## src/rtl/mem_data_dump_ctrl_if.sv

```systemverilog
// mem_data_dump_ctrl_if: pipeline, debug-dump and data-memory signals of mem_data_dump_ctrl.
// slave is the controller's view, master is the surrounding pipeline/debug/memory side.
interface mem_data_dump_ctrl_if #(
    parameter int NB_ADDR = 5,
    parameter int NB_DATA = 32
);
    logic               i_pipe_read;
    logic               i_pipe_write;
    logic [NB_ADDR-1:0] i_pipe_addr;
    logic [NB_DATA-1:0] i_pipe_write_data;
    logic [NB_DATA-1:0] o_pipe_read_data;
    logic               i_dump_start;
    logic               i_dump_ready;
    logic               o_dump_valid;
    logic [NB_DATA-1:0] o_dump_data;
    logic [NB_ADDR-1:0] o_dump_addr;
    logic               o_dump_busy;
    logic               o_dump_done;
    logic               o_mem_enable;
    logic               o_mem_write;
    logic               o_mem_read;
    logic [NB_ADDR-1:0] o_mem_addr;
    logic [NB_DATA-1:0] o_mem_write_data;
    logic [NB_DATA-1:0] i_mem_read_data;
    modport slave (
        input  i_pipe_read, i_pipe_write, i_pipe_addr, i_pipe_write_data,
        input  i_dump_start, i_dump_ready, i_mem_read_data,
        output o_pipe_read_data, o_dump_valid, o_dump_data, o_dump_addr,
        output o_dump_busy, o_dump_done,
        output o_mem_enable, o_mem_write, o_mem_read, o_mem_addr, o_mem_write_data
    );
    modport master (
        output i_pipe_read, i_pipe_write, i_pipe_addr, i_pipe_write_data,
        output i_dump_start, i_dump_ready, i_mem_read_data,
        input  o_pipe_read_data, o_dump_valid, o_dump_data, o_dump_addr,
        input  o_dump_busy, o_dump_done,
        input  o_mem_enable, o_mem_write, o_mem_read, o_mem_addr, o_mem_write_data
    );
endinterface

```

## src/rtl/mem_data_dump_ctrl.sv

```systemverilog
// mem_data_dump_ctrl: shares the data-memory port between the pipeline (priority) and a
// debug sequencer that reads every word and streams it out over valid/ready.
module mem_data_dump_ctrl #(
    parameter int NB_ADDR      = 5,
    parameter int NB_DATA      = 32,
    parameter int MEMORY_DEPTH = 32
) (
    input logic                 i_clock,
    input logic                 i_reset,
    mem_data_dump_ctrl_if.slave bus
);
    typedef enum logic [2:0] {IDLE, ISSUE, WAIT, SEND, DONE} state_t;
    localparam logic [NB_ADDR-1:0] LAST = NB_ADDR'(MEMORY_DEPTH - 1);
    state_t             state_q, state_d;
    logic [NB_ADDR-1:0] cnt_q, cnt_d;
    logic [NB_ADDR-1:0] addr_q, addr_d;
    logic [NB_DATA-1:0] data_q, data_d;
    logic               valid_q, valid_d;
    logic               busy_q, busy_d;
    logic               done_q, done_d;
    logic               pipe_req;
    logic               dump_rd;
    assign pipe_req = bus.i_pipe_read | bus.i_pipe_write;
    assign dump_rd  = !pipe_req && state_q == ISSUE;
    // The port is forced quiet during reset so an aborted cycle cannot touch memory.
    assign bus.o_mem_enable     = !i_reset && (pipe_req || dump_rd);
    assign bus.o_mem_read       = !i_reset && (bus.i_pipe_read || dump_rd);
    assign bus.o_mem_write      = !i_reset && bus.i_pipe_write;
    assign bus.o_mem_addr       = i_reset ? '0 : pipe_req ? bus.i_pipe_addr : dump_rd ? cnt_q : '0;
    assign bus.o_mem_write_data = (i_reset || !pipe_req) ? '0 : bus.i_pipe_write_data;
    assign bus.o_pipe_read_data = bus.i_mem_read_data;
    assign bus.o_dump_valid     = valid_q;
    assign bus.o_dump_data      = data_q;
    assign bus.o_dump_addr      = addr_q;
    assign bus.o_dump_busy      = busy_q;
    assign bus.o_dump_done      = done_q;
    always_comb begin
        state_d = state_q;
        cnt_d   = cnt_q;
        addr_d  = addr_q;
        data_d  = data_q;
        case (state_q)
            IDLE: begin
                cnt_d   = bus.i_dump_start ? '0 : cnt_q;
                state_d = bus.i_dump_start ? ISSUE : IDLE;
            end
            ISSUE: state_d = pipe_req ? ISSUE : WAIT;
            WAIT: begin
                data_d  = bus.i_mem_read_data;
                addr_d  = cnt_q;
                state_d = SEND;
            end
            SEND: begin
                state_d = !bus.i_dump_ready ? SEND : cnt_q == LAST ? DONE : ISSUE;
                cnt_d   = (bus.i_dump_ready && cnt_q != LAST) ? cnt_q + 1'b1 : cnt_q;
            end
            default: state_d = IDLE;
        endcase
        valid_d = state_d == SEND;
        busy_d  = state_d != IDLE;
        done_d  = state_d == DONE;
    end
    always_ff @(posedge i_clock) begin
        if (i_reset) begin
            state_q <= IDLE;
            cnt_q   <= '0;
            addr_q  <= '0;
            data_q  <= '0;
            valid_q <= 1'b0;
            busy_q  <= 1'b0;
            done_q  <= 1'b0;
        end else begin
            state_q <= state_d;
            cnt_q   <= cnt_d;
            addr_q  <= addr_d;
            data_q  <= data_d;
            valid_q <= valid_d;
            busy_q  <= busy_d;
            done_q  <= done_d;
        end
    end
endmodule

```

## src/flat_wrapper.sv

```systemverilog
// flat-port wrapper written by rule: the top's interface ports become plain ports
module mem_data_dump_ctrl_flat 
#(
    parameter int NB_ADDR      = 5,
    parameter int NB_DATA      = 32,
    parameter int MEMORY_DEPTH = 32
)
  (i_clock, i_reset, bus_i_pipe_read, bus_i_pipe_write, bus_i_pipe_addr, bus_i_pipe_write_data, bus_i_dump_start, bus_i_dump_ready, bus_i_mem_read_data, bus_o_pipe_read_data, bus_o_dump_valid, bus_o_dump_data, bus_o_dump_addr, bus_o_dump_busy, bus_o_dump_done, bus_o_mem_enable, bus_o_mem_write, bus_o_mem_read, bus_o_mem_addr, bus_o_mem_write_data);
  mem_data_dump_ctrl_if #(.NB_ADDR(NB_ADDR), .NB_DATA(NB_DATA)) bus_i ();
  input logic i_clock;
  input logic i_reset;
  input wire logic [$bits(bus_i.i_pipe_read)-1:0] bus_i_pipe_read;
  input wire logic [$bits(bus_i.i_pipe_write)-1:0] bus_i_pipe_write;
  input wire logic [$bits(bus_i.i_pipe_addr)-1:0] bus_i_pipe_addr;
  input wire logic [$bits(bus_i.i_pipe_write_data)-1:0] bus_i_pipe_write_data;
  input wire logic [$bits(bus_i.i_dump_start)-1:0] bus_i_dump_start;
  input wire logic [$bits(bus_i.i_dump_ready)-1:0] bus_i_dump_ready;
  input wire logic [$bits(bus_i.i_mem_read_data)-1:0] bus_i_mem_read_data;
  output wire logic [$bits(bus_i.o_pipe_read_data)-1:0] bus_o_pipe_read_data;
  output wire logic [$bits(bus_i.o_dump_valid)-1:0] bus_o_dump_valid;
  output wire logic [$bits(bus_i.o_dump_data)-1:0] bus_o_dump_data;
  output wire logic [$bits(bus_i.o_dump_addr)-1:0] bus_o_dump_addr;
  output wire logic [$bits(bus_i.o_dump_busy)-1:0] bus_o_dump_busy;
  output wire logic [$bits(bus_i.o_dump_done)-1:0] bus_o_dump_done;
  output wire logic [$bits(bus_i.o_mem_enable)-1:0] bus_o_mem_enable;
  output wire logic [$bits(bus_i.o_mem_write)-1:0] bus_o_mem_write;
  output wire logic [$bits(bus_i.o_mem_read)-1:0] bus_o_mem_read;
  output wire logic [$bits(bus_i.o_mem_addr)-1:0] bus_o_mem_addr;
  output wire logic [$bits(bus_i.o_mem_write_data)-1:0] bus_o_mem_write_data;
  assign bus_i.i_pipe_read = bus_i_pipe_read;
  assign bus_i.i_pipe_write = bus_i_pipe_write;
  assign bus_i.i_pipe_addr = bus_i_pipe_addr;
  assign bus_i.i_pipe_write_data = bus_i_pipe_write_data;
  assign bus_i.i_dump_start = bus_i_dump_start;
  assign bus_i.i_dump_ready = bus_i_dump_ready;
  assign bus_i.i_mem_read_data = bus_i_mem_read_data;
  assign bus_o_pipe_read_data = bus_i.o_pipe_read_data;
  assign bus_o_dump_valid = bus_i.o_dump_valid;
  assign bus_o_dump_data = bus_i.o_dump_data;
  assign bus_o_dump_addr = bus_i.o_dump_addr;
  assign bus_o_dump_busy = bus_i.o_dump_busy;
  assign bus_o_dump_done = bus_i.o_dump_done;
  assign bus_o_mem_enable = bus_i.o_mem_enable;
  assign bus_o_mem_write = bus_i.o_mem_write;
  assign bus_o_mem_read = bus_i.o_mem_read;
  assign bus_o_mem_addr = bus_i.o_mem_addr;
  assign bus_o_mem_write_data = bus_i.o_mem_write_data;
  mem_data_dump_ctrl #(.NB_ADDR(NB_ADDR), .NB_DATA(NB_DATA), .MEMORY_DEPTH(MEMORY_DEPTH)) u_core (.i_clock(i_clock), .i_reset(i_reset), .bus(bus_i));
endmodule
```

## config.mk

```make
export PLATFORM = sky130hd
export DESIGN_NAME = mem_data_dump_ctrl_flat
export DESIGN_NICKNAME = d
export VERILOG_FILES = /design/src/rtl/mem_data_dump_ctrl_if.sv /design/src/rtl/mem_data_dump_ctrl.sv /design/src/flat_wrapper.sv
export SDC_FILE = /design/constraint.sdc
export NUM_CORES = 1
export LEC_CHECK = 0
export CORE_UTILIZATION = 25
export DETAILED_ROUTE_END_ITERATION = 8
export PLACE_DENSITY = 0.66
export REMOVE_ABC_BUFFERS = 1
export SLEW_MARGIN = 5
export SYNTH_ARGS = -nofsm -noshare
export SYNTH_HDL_FRONTEND = slang
export SYNTH_SLANG_ARGS = --single-unit
```

## constraint.sdc

```tcl
create_clock -name i_clock -period 1.7 [get_ports i_clock]
set_input_delay 0.34 -clock i_clock [delete_from_list [all_inputs] [get_ports i_clock]]
set_output_delay 0.34 -clock i_clock [all_outputs]
set_load 0.02 [all_outputs]
```

# After elaboration in Yosys (flattened, before gate mapping)
# Cells that the tools add are included.
[totals] regBits=48 in_bits=75 output_inout_bits=112 elab_cells=44
[op_classes] n_addsub=1 n_eq_ne=9 muxes=12 bitwise=1 reduce_logical=14
[op_table] cell="32-bit two-way mux" n=1
[op_table] cell="5-bit two-way mux" n=5
[op_table] cell="3-bit case mux with 4 select lines" n=1
[op_table] cell="5-bit case mux with 2 select lines" n=1
[op_table] cell="3-bit by 2-bit equality test with 1-bit output, second input constant" n=3
[op_table] cell="3-bit two-way mux" n=2
[op_table] cell="5-bit by 1-bit adder with 5-bit output, second input constant" n=1
[op_table] cell="5-bit equality test, second input constant" n=1
[op_table] cell="1-bit logical AND" n=5
[op_table] cell="5-bit != test, second input constant" n=1
[op_table] cell="3-bit by 1-bit equality test with 1-bit output, second input constant" n=1
[op_table] cell="3-bit equality test, second input constant" n=1
[op_table] cell="3-bit zero test" n=1
[op_table] cell="1-bit logical OR" n=3
[op_table] cell="3-bit AND reduction" n=1
[op_table] cell="3-bit nonzero test" n=1
[op_table] cell="1-bit zero test" n=2
[op_table] cell="2-bit two-way mux" n=1
[op_table] cell="2-bit by 1-bit != test with 1-bit output, second input constant" n=1
[op_table] cell="2-bit != test, second input constant" n=1
[op_table] cell="2-bit nonzero test" n=1
[op_table] cell="1-bit two-way mux" n=1
[op_table] cell="1-bit OR" n=1

# Logic depth before layout (Yosys ltp)
# Gate-level depths: netlist (run 1).
[depth] depth_word=6 mapped_depth=6 depth_no_buf=6

# Worst setup path before layout (run 1)
# OpenSTA, ideal clock, no wires.
[synth_timing] path_kind="reg-to-reg" startpoint="reg u_core.cnt_q[0]" endpoint="reg u_core.cnt_q[0]" t_arrival_ns=1.636 required_ns=1.579 slack_ns=-0.057 path_stages_with_launch=7 path_cell_list="dfxtp_1 > ha_1 > and3_1 > ha_1 > nand4b_1 > o211a_2 > mux2_4"
[synth_via] elab_chain_len=4 elab_cells_between_ends=7
[synth_rtl] item="from (decl)" line_no="mem_data_dump_ctrl.sv:15" source="logic [NB_ADDR-1:0] cnt_q, cnt_d;"
[synth_rtl] item="from (signal assigned)" line_no="mem_data_dump_ctrl.sv:74" source="cnt_q <= cnt_d;"
[synth_rtl] item="parallel branches: the longest is 4 deep, another holds 5-bit by 1-bit adder with 5-bit output"
# Parallel ways; which one is timed is not known. The select of a mux whose other input is x is not followed.
# A chain may end at the register's enable or synchronous reset.

# Worst setup path after layout (run 1)
[layout_timing] startpoint="in bus_i_pipe_read" endpoint="out bus_o_mem_addr[4]"
[layout_via] elab_chain_len=6
[layout_rtl] item="from (decl)" line_no="flat_wrapper.sv:12" source="input wire logic [$bits(bus_i.i_pipe_read)-1:0] bus_i_pipe_read;"
[layout_rtl] item="1-bit OR (*)" line_no="mem_data_dump_ctrl.sv:23" source="assign pipe_req = bus.i_pipe_read | bus.i_pipe_write;"
[layout_rtl] item="1-bit zero test" line_no="mem_data_dump_ctrl.sv:24" source="assign dump_rd = !pipe_req && state_q == ISSUE;"
[layout_rtl] item="1-bit logical AND" line_no="mem_data_dump_ctrl.sv:24"
[layout_rtl] item="5-bit two-way mux" line_no="mem_data_dump_ctrl.sv:29" source="assign bus.o_mem_addr = i_reset ? '0 : pipe_req ? bus.i_pipe_addr : dump_rd ? cnt_q : '0;"
[layout_rtl] item="5-bit two-way mux (*) (2 in series)" line_no="mem_data_dump_ctrl.sv:29"
[layout_rtl] item="to (decl)" line_no="flat_wrapper.sv:28" source="output wire logic [$bits(bus_i.o_mem_addr)-1:0] bus_o_mem_addr;"
# Mark *: on every way between the ends. The rest lies on a longest branch, timed or not.

==> flow_metrics.tcl, run 1 <==
set metrics [dict create \
    outcome "finished, violations left" \
    violations "setup timing" \
    final_area_um2 4480 \
    viasPerCell 4.44 \
    row_count 35 \
    synth-async-reset-ratio_pct 0 \
    port_buffers 186 \
    synth_seq_cells 48 \
    clk_latency_ps 290 \
    ir_drop_uv 293 \
    crit_path_end_kind "output pin" \
    cp_slowest_cell "nor4b_4" \
    wl_per_cell_um 12.9 \
    clockRootBuffer "clkbuf_8" \
    tightestPinTransition_ps 395 \
    pin_count 187 \
    diodes 0 \
    met3_usage_pct 2.67 \
    synth_ff_type "dfxtp_1" \
    fin_hold_ws_ps 450 \
    finalWorstPathRequiredPeriod_ps 1910 \
    hp-start "i_reset" \
    slowest_delay_ps 350 \
    vias 2666 \
    place_area_um2 4390 \
    place.detailed.hpwl_um 5910 \
    post-route-drc-count 0 \
    core-area_um2 9200 \
    grt_max_degree 38 \
    drt_wl_total_um 7720 \
    hold_buffers 0 \
    rsz0062_at_grt "yes" \
    grt_busiest_layer "met2" \
    die_h_um 99.2 \
    gp_congestion 0.784 \
    drtAntennaViolNets 0 \
    die_x_um 99.2 \
    start_kind "input port" \
    crit_required_ps 1360 \
    grt_use_met2_pct 28.1 \
    synth_area_um2 2360 \
    fmax_mhz 522 \
    firstDrtPassIters 4 \
    clkTransAtPathRegs_ps 90 \
    initial_core_util_pct 25.7 \
    path_cells "buf_2 -> or2_4 -> nor4b_4 -> buf_4 -> buf_6 -> a22o_1 -> buf_6" \
    antenna_found_initial 0 \
    h-tree-depth 2 \
    total_power_w 0.00260 \
    finalClockSkew_ps 3.18 \
    initialDrtViolationCount 74 \
    use_met1_pct 17.4 \
    critPathMaxFanout 4 \
    cp.arrival_ps 1570 \
    leakage_nw 1.99 \
    yosys_warnings 0 \
    yosys-top-cells-count "nand2_1 (75), dfxtp_1 (48), a21oi_1 (39)" \
    rr_startpoint "u_core.cnt_q[0]$_SDFFE_PP0P_" \
    synth_top_area_share_pct 40.7 \
    drive_gt1_share_pct 17.6 \
    dieArea_um2 9840 \
    clk_path_buf_depth 2 \
    setup_viol 40 \
    worstSetupStartpoint "bus_i_pipe_read" \
    synthTopCellsByArea "dfxtp_1 (41%), nand2_1 (12%), buf_4 (10%)" \
    finalHoldViolations 0 \
    grt_pass1_vias 2541 \
    cap_violations 0 \
    maxSlewHeadroom_pct 73.7 \
    fin_ws_ps -214 \
    min_path_type "input port to flop" \
    power_density_nw_per_um2 580 \
    synth_edf_count 0 \
    nets 565 \
    cts_buffers 5 \
    synthToLayoutAreaGrowth_pct 89.7 \
    ys_types 35 \
    grt-ovfl-total 0 \
    crit_top_cell "buf_6" \
    synth_top_area_cell "dfxtp_1" \
    tritoncts "done" \
    postSynthAreaPerCell_um2 8.00 \
    postLayoutCoreUtil_pct 48.7 \
    clkSinkCount 48 \
    slew_violations 0 \
    period_share_pct 113 \
    yosysMostFrequentCell "nand2_1" \
    worstSetupPathType "input port to output pin" \
    grt_pass1_wl_um 12000 \
    synthCells 295 \
    grt_use_total_pct 15.1 \
    yosysSeqAreaShare_pct 40.7 \
]
## registers in the layout, summed over array words and instances, names as in the netlist
signal,cells
u_core.bus.o_dump_data,32
u_core.bus.o_dump_addr,5
u_core.cnt_q,5
u_core.state_q,3
u_core.bus.o_dump_busy,1
u_core.bus.o_dump_done,1
u_core.bus.o_dump_valid,1
## power by group
part           switching, W  internal, W  total [W]
clock              0.000367     0.000331   0.000697
combinational      0.000340     0.000402   0.000742
sequential        0.0000117      0.00115    0.00116
total              0.000719      0.00188    0.00260
## critical path, delay by kind of cell
family / cells / cell delay [ps]
simple gates: 2 / 610
buf+inv: 4 / 490
compound gates: 1 / 130
## logic make-up after synthesis
logic type | count (synthesis) | share of synthesized area, %
flops | 48 | 40.7
buf+inv | 58 | 15.4
fa+ha+maj | 2 | 1.06
compound gates | 55 | 13.9
mux | 1 | 0.636
simple gates | 131 | 28.4
## final timing paths
| path | end | slack, ps | cells after the start |
|---|---|---|---|
| worst min register to register | u_core.bus.o_dump_addr[4]$_SDFFE_PP0P_ | 450 | 2 |
| worst max-delay path | bus_o_mem_addr[4] | -210 | 7 |
| worst min-delay path | u_core.bus.o_dump_addr[4]$_SDFFE_PP0P_ | 450 | 3 |
| worst max register to register | u_core.cnt_q[0]$_SDFFE_PP0P_ | -40 | 6 |
## what timing repair did
action / in CTS / in global routing
endpoints found under the hold margin: 0 / 0
endpoints found under the setup margin: 76 / 45
pin swaps: 4 / 3
setup buffers: 5 / 0
gates resized for setup: 119 / 7
## cells in the final DEF (no fill, tap or decap), types with 6 or more instances in the layout
| cell | netlist | routed |
|---|---|---|
| a21oi_1 | 39 | 39 |
| a22o_1 | 7 | 7 |
| and3_1 | 35 | 34 |
| buf_4 | 32 | 51 |
| buf_6 | 2 | 7 |
| clkbuf_8 | 0 | 6 |
| clkdlybuf4s50_1 | 0 | 111 |
| dfxtp_1 | 48 | 45 |
| dlygate4sd2_1 | 0 | 65 |
| nand2_1 | 75 | 75 |
## metrics by stage
step                      TNS (ps)  instances  worst slack (ps)
after global placement      -31260        587              -852
after floorplan               -364        242             -58.0
after global routing         -6220        600              -305
after detailed placement    -31740        587              -885
final                        -4050        600              -214
after CTS                    -3960        600              -212
## metal layers
layer,up-vias,wire length (µm)
met1,1225,3160
met3,10,360
met2,83,4100
li1,1348,-
met5,-,0
met4,0,102
## cell type report
type / count / area (µm²)
clock inverters: 1 / 7.51
repair buffers: 239 / 2180
inverters: 5 / 18.8
flip-flops and latches: 48 / 965
well taps: 111 / 139
clock buffers: 7 / 86.3
multi-input cells: 189 / 1080
fillers: 930 / 4720
Power figures use the tool's default switching activity.
==> run 2: changes to the inputs <==
- CORE_MARGIN: not set -> 2
==> flow_metrics.tcl, run 2 (same netlist as run 1, synthesis figures left out) <==
set metrics [dict create \
    period_share_pct 107 \
    cts_buffers 5 \
    port_buffers 186 \
    critPathMaxFanout 3 \
    pin_count 187 \
    fin_ws_ps -114 \
    gp_congestion 0.750 \
    viasPerCell 4.48 \
    clk_path_buf_depth 2 \
    initial_core_util_pct 25.7 \
    finalClockSkew_ps 3.27 \
    grt_use_total_pct 14.8 \
    fin_hold_ws_ps 456 \
    final_cell_mix "clkdlybuf4s50_1 (111), nand2_1 (75), buf_4 (45), dfxtp_1 (45), a21oi_1 (38)" \
    power_density_nw_per_um2 575 \
    ff2ff_setup_slack_ps -20 \
    slew_violations 0 \
    outcome "finished, violations left" \
    grt-ovfl-total 0 \
    clockRootBuffer "clkbuf_8" \
    row_count 35 \
    fmax_mhz 551 \
    dp_cells 582 \
    largest_reg_flops 32 \
    crit_path_end_kind "output pin" \
    cp.arrival_ps 1470 \
    finalWorstPathRequiredPeriod_ps 1810 \
    clkTransAtPathRegs_ps 90 \
    grt_pass1_wl_um 12400 \
    worst-path-buf-inv 3 \
    grt_pass1_vias 2509 \
    place.detailed.hpwl_um 6030 \
    slowest_delay_ps 320 \
    crit_required_ps 1360 \
    firstDrtPassIters 4 \
    cp_slowest_cell "nor4b_4" \
    synthToLayoutAreaGrowth_pct 93.0 \
    drt_wl_total_um 7950 \
    wl_per_cell_um 13.4 \
    drive_gt1_share_pct 23.6 \
    clkSinkCount 48 \
    cp_top_family "simple AND/OR/NAND/NOR gates" \
    violations "setup timing" \
    nets 560 \
    maxSlewHeadroom_pct 75.3 \
    post-route-drc-count 0 \
    initialDrtViolationCount 106 \
    fillCellCount 898 \
    finalHoldViolations 0 \
    rsz0062_at_grt "yes" \
    tritoncts "done" \
    worstSetupPathType "input port to output pin" \
    tightestPinTransition_ps 370 \
    grt_max_degree 38 \
    dieArea_um2 10200 \
    min_path_type "flop to flop" \
    leakage_nw 1.88 \
    clk_latency_ps 290 \
    drtAntennaViolNets 0 \
    die_x_um 101 \
    setup_viol 8 \
    h-tree-depth 2 \
    final_common_cell "clkdlybuf4s50_1" \
    die_h_um 101 \
    ir_drop_uv 385 \
    vias 2663 \
    start_kind "input port" \
    path_cells "buf_2 -> or2_4 -> nor4b_4 -> buf_4 -> a22o_1 -> buf_6" \
    core-area_um2 9200 \
    stdcell_count 595 \
    diodes 0 \
    antenna_found_initial 0 \
    cap_violations 0 \
]
==> run 2: cell count changes in the layout (fill, tap and decap cells not counted), sizes merged <==
cell           previous run  this run
clkdlybuf4s15             0        31
dlygate4sd2              65        33
buf                      63        59
==> run 2: worst register-to-register path: stages, from the launching register on <==
cell	delay [ps]
dfxtp_2	340
ha_4	160
and3_4	150
ha_4	160
nand4b_1	250
o211a_4	300
mux2_4	250
==> run 2: power breakdown <==
group	internal (W)	total, W	leakage, nW	switching, W
logic	0.000417	0.000763	1.45	0.000346
clock network	0.000331	0.000698	0.0445	0.000367
registers	0.00115	0.00116	0.389	0.0000121
total	0.00190	0.00262	1.88	0.000724
==> run 2: through the flow <==
| stage | total power, W | instance area, µm² | utilization, % | TNS [ps] | setup WS [ps] |
|---|---|---|---|---|---|
| floorplan | 0.00140 | 2020 | - | -364 | -58.0 |
| global placement | 0.00198 | 4370 | 47.6 | -31450 | -845 |
| detailed placement | 0.00198 | 4370 | 47.6 | -32340 | -891 |
| CTS | 0.00265 | 4540 | 49.4 | -557 | -98.5 |
| global route | 0.00274 | 4560 | 49.6 | -1860 | -212 |
| finish | 0.00262 | 4560 | 49.6 | -590 | -114 |
==> run 2: timing repair <==
item / in CTS / in global routing
cloned: 0 / 0
setup endpoints to repair: 76 / 45
pin swaps: 8 / 6
gates resized for setup: 189 / 5
buffers inserted: 4 / 1
hold buffers: 0 / 0
==> run 2: final timing paths <==
path                                                               from                                       to  cells after the start
worst max-delay path                                    bus_i_pipe_read                        bus_o_mem_addr[0]                      6
worst min-delay path            u_core.bus.o_dump_data[14]$_SDFFE_PP0P_  u_core.bus.o_dump_data[14]$_SDFFE_PP0P_                      2
worst max register to register             u_core.cnt_q[1]$_SDFFE_PP0P_             u_core.cnt_q[0]$_SDFFE_PP0P_                      6
worst min register to register  u_core.bus.o_dump_data[14]$_SDFFE_PP0P_  u_core.bus.o_dump_data[14]$_SDFFE_PP0P_                      2
==> run 2: layout make-up <==
cell class / instances / area, µm² / area share [%]
repair buffers: 234 / 2250 / 49.3
multi-input cells: 189 / 1090 / 24.0
flip-flops and latches: 48 / 965 / 21.2
well taps: 111 / 139 / 3.05
clock buffers: 7 / 86.3 / 1.89
inverters: 5 / 18.8 / 0.412
clock inverters: 1 / 7.51 / 0.165
==> run 2: per-layer routing <==
metal	track usage [%]	vias to the layer above	wire length, µm
met3	2.07	4	423
met4	3.12	0	58
li1	-	1340	-
met2	27.2	85	4230
met5	0	-	0
met1	18.3	1234	3240
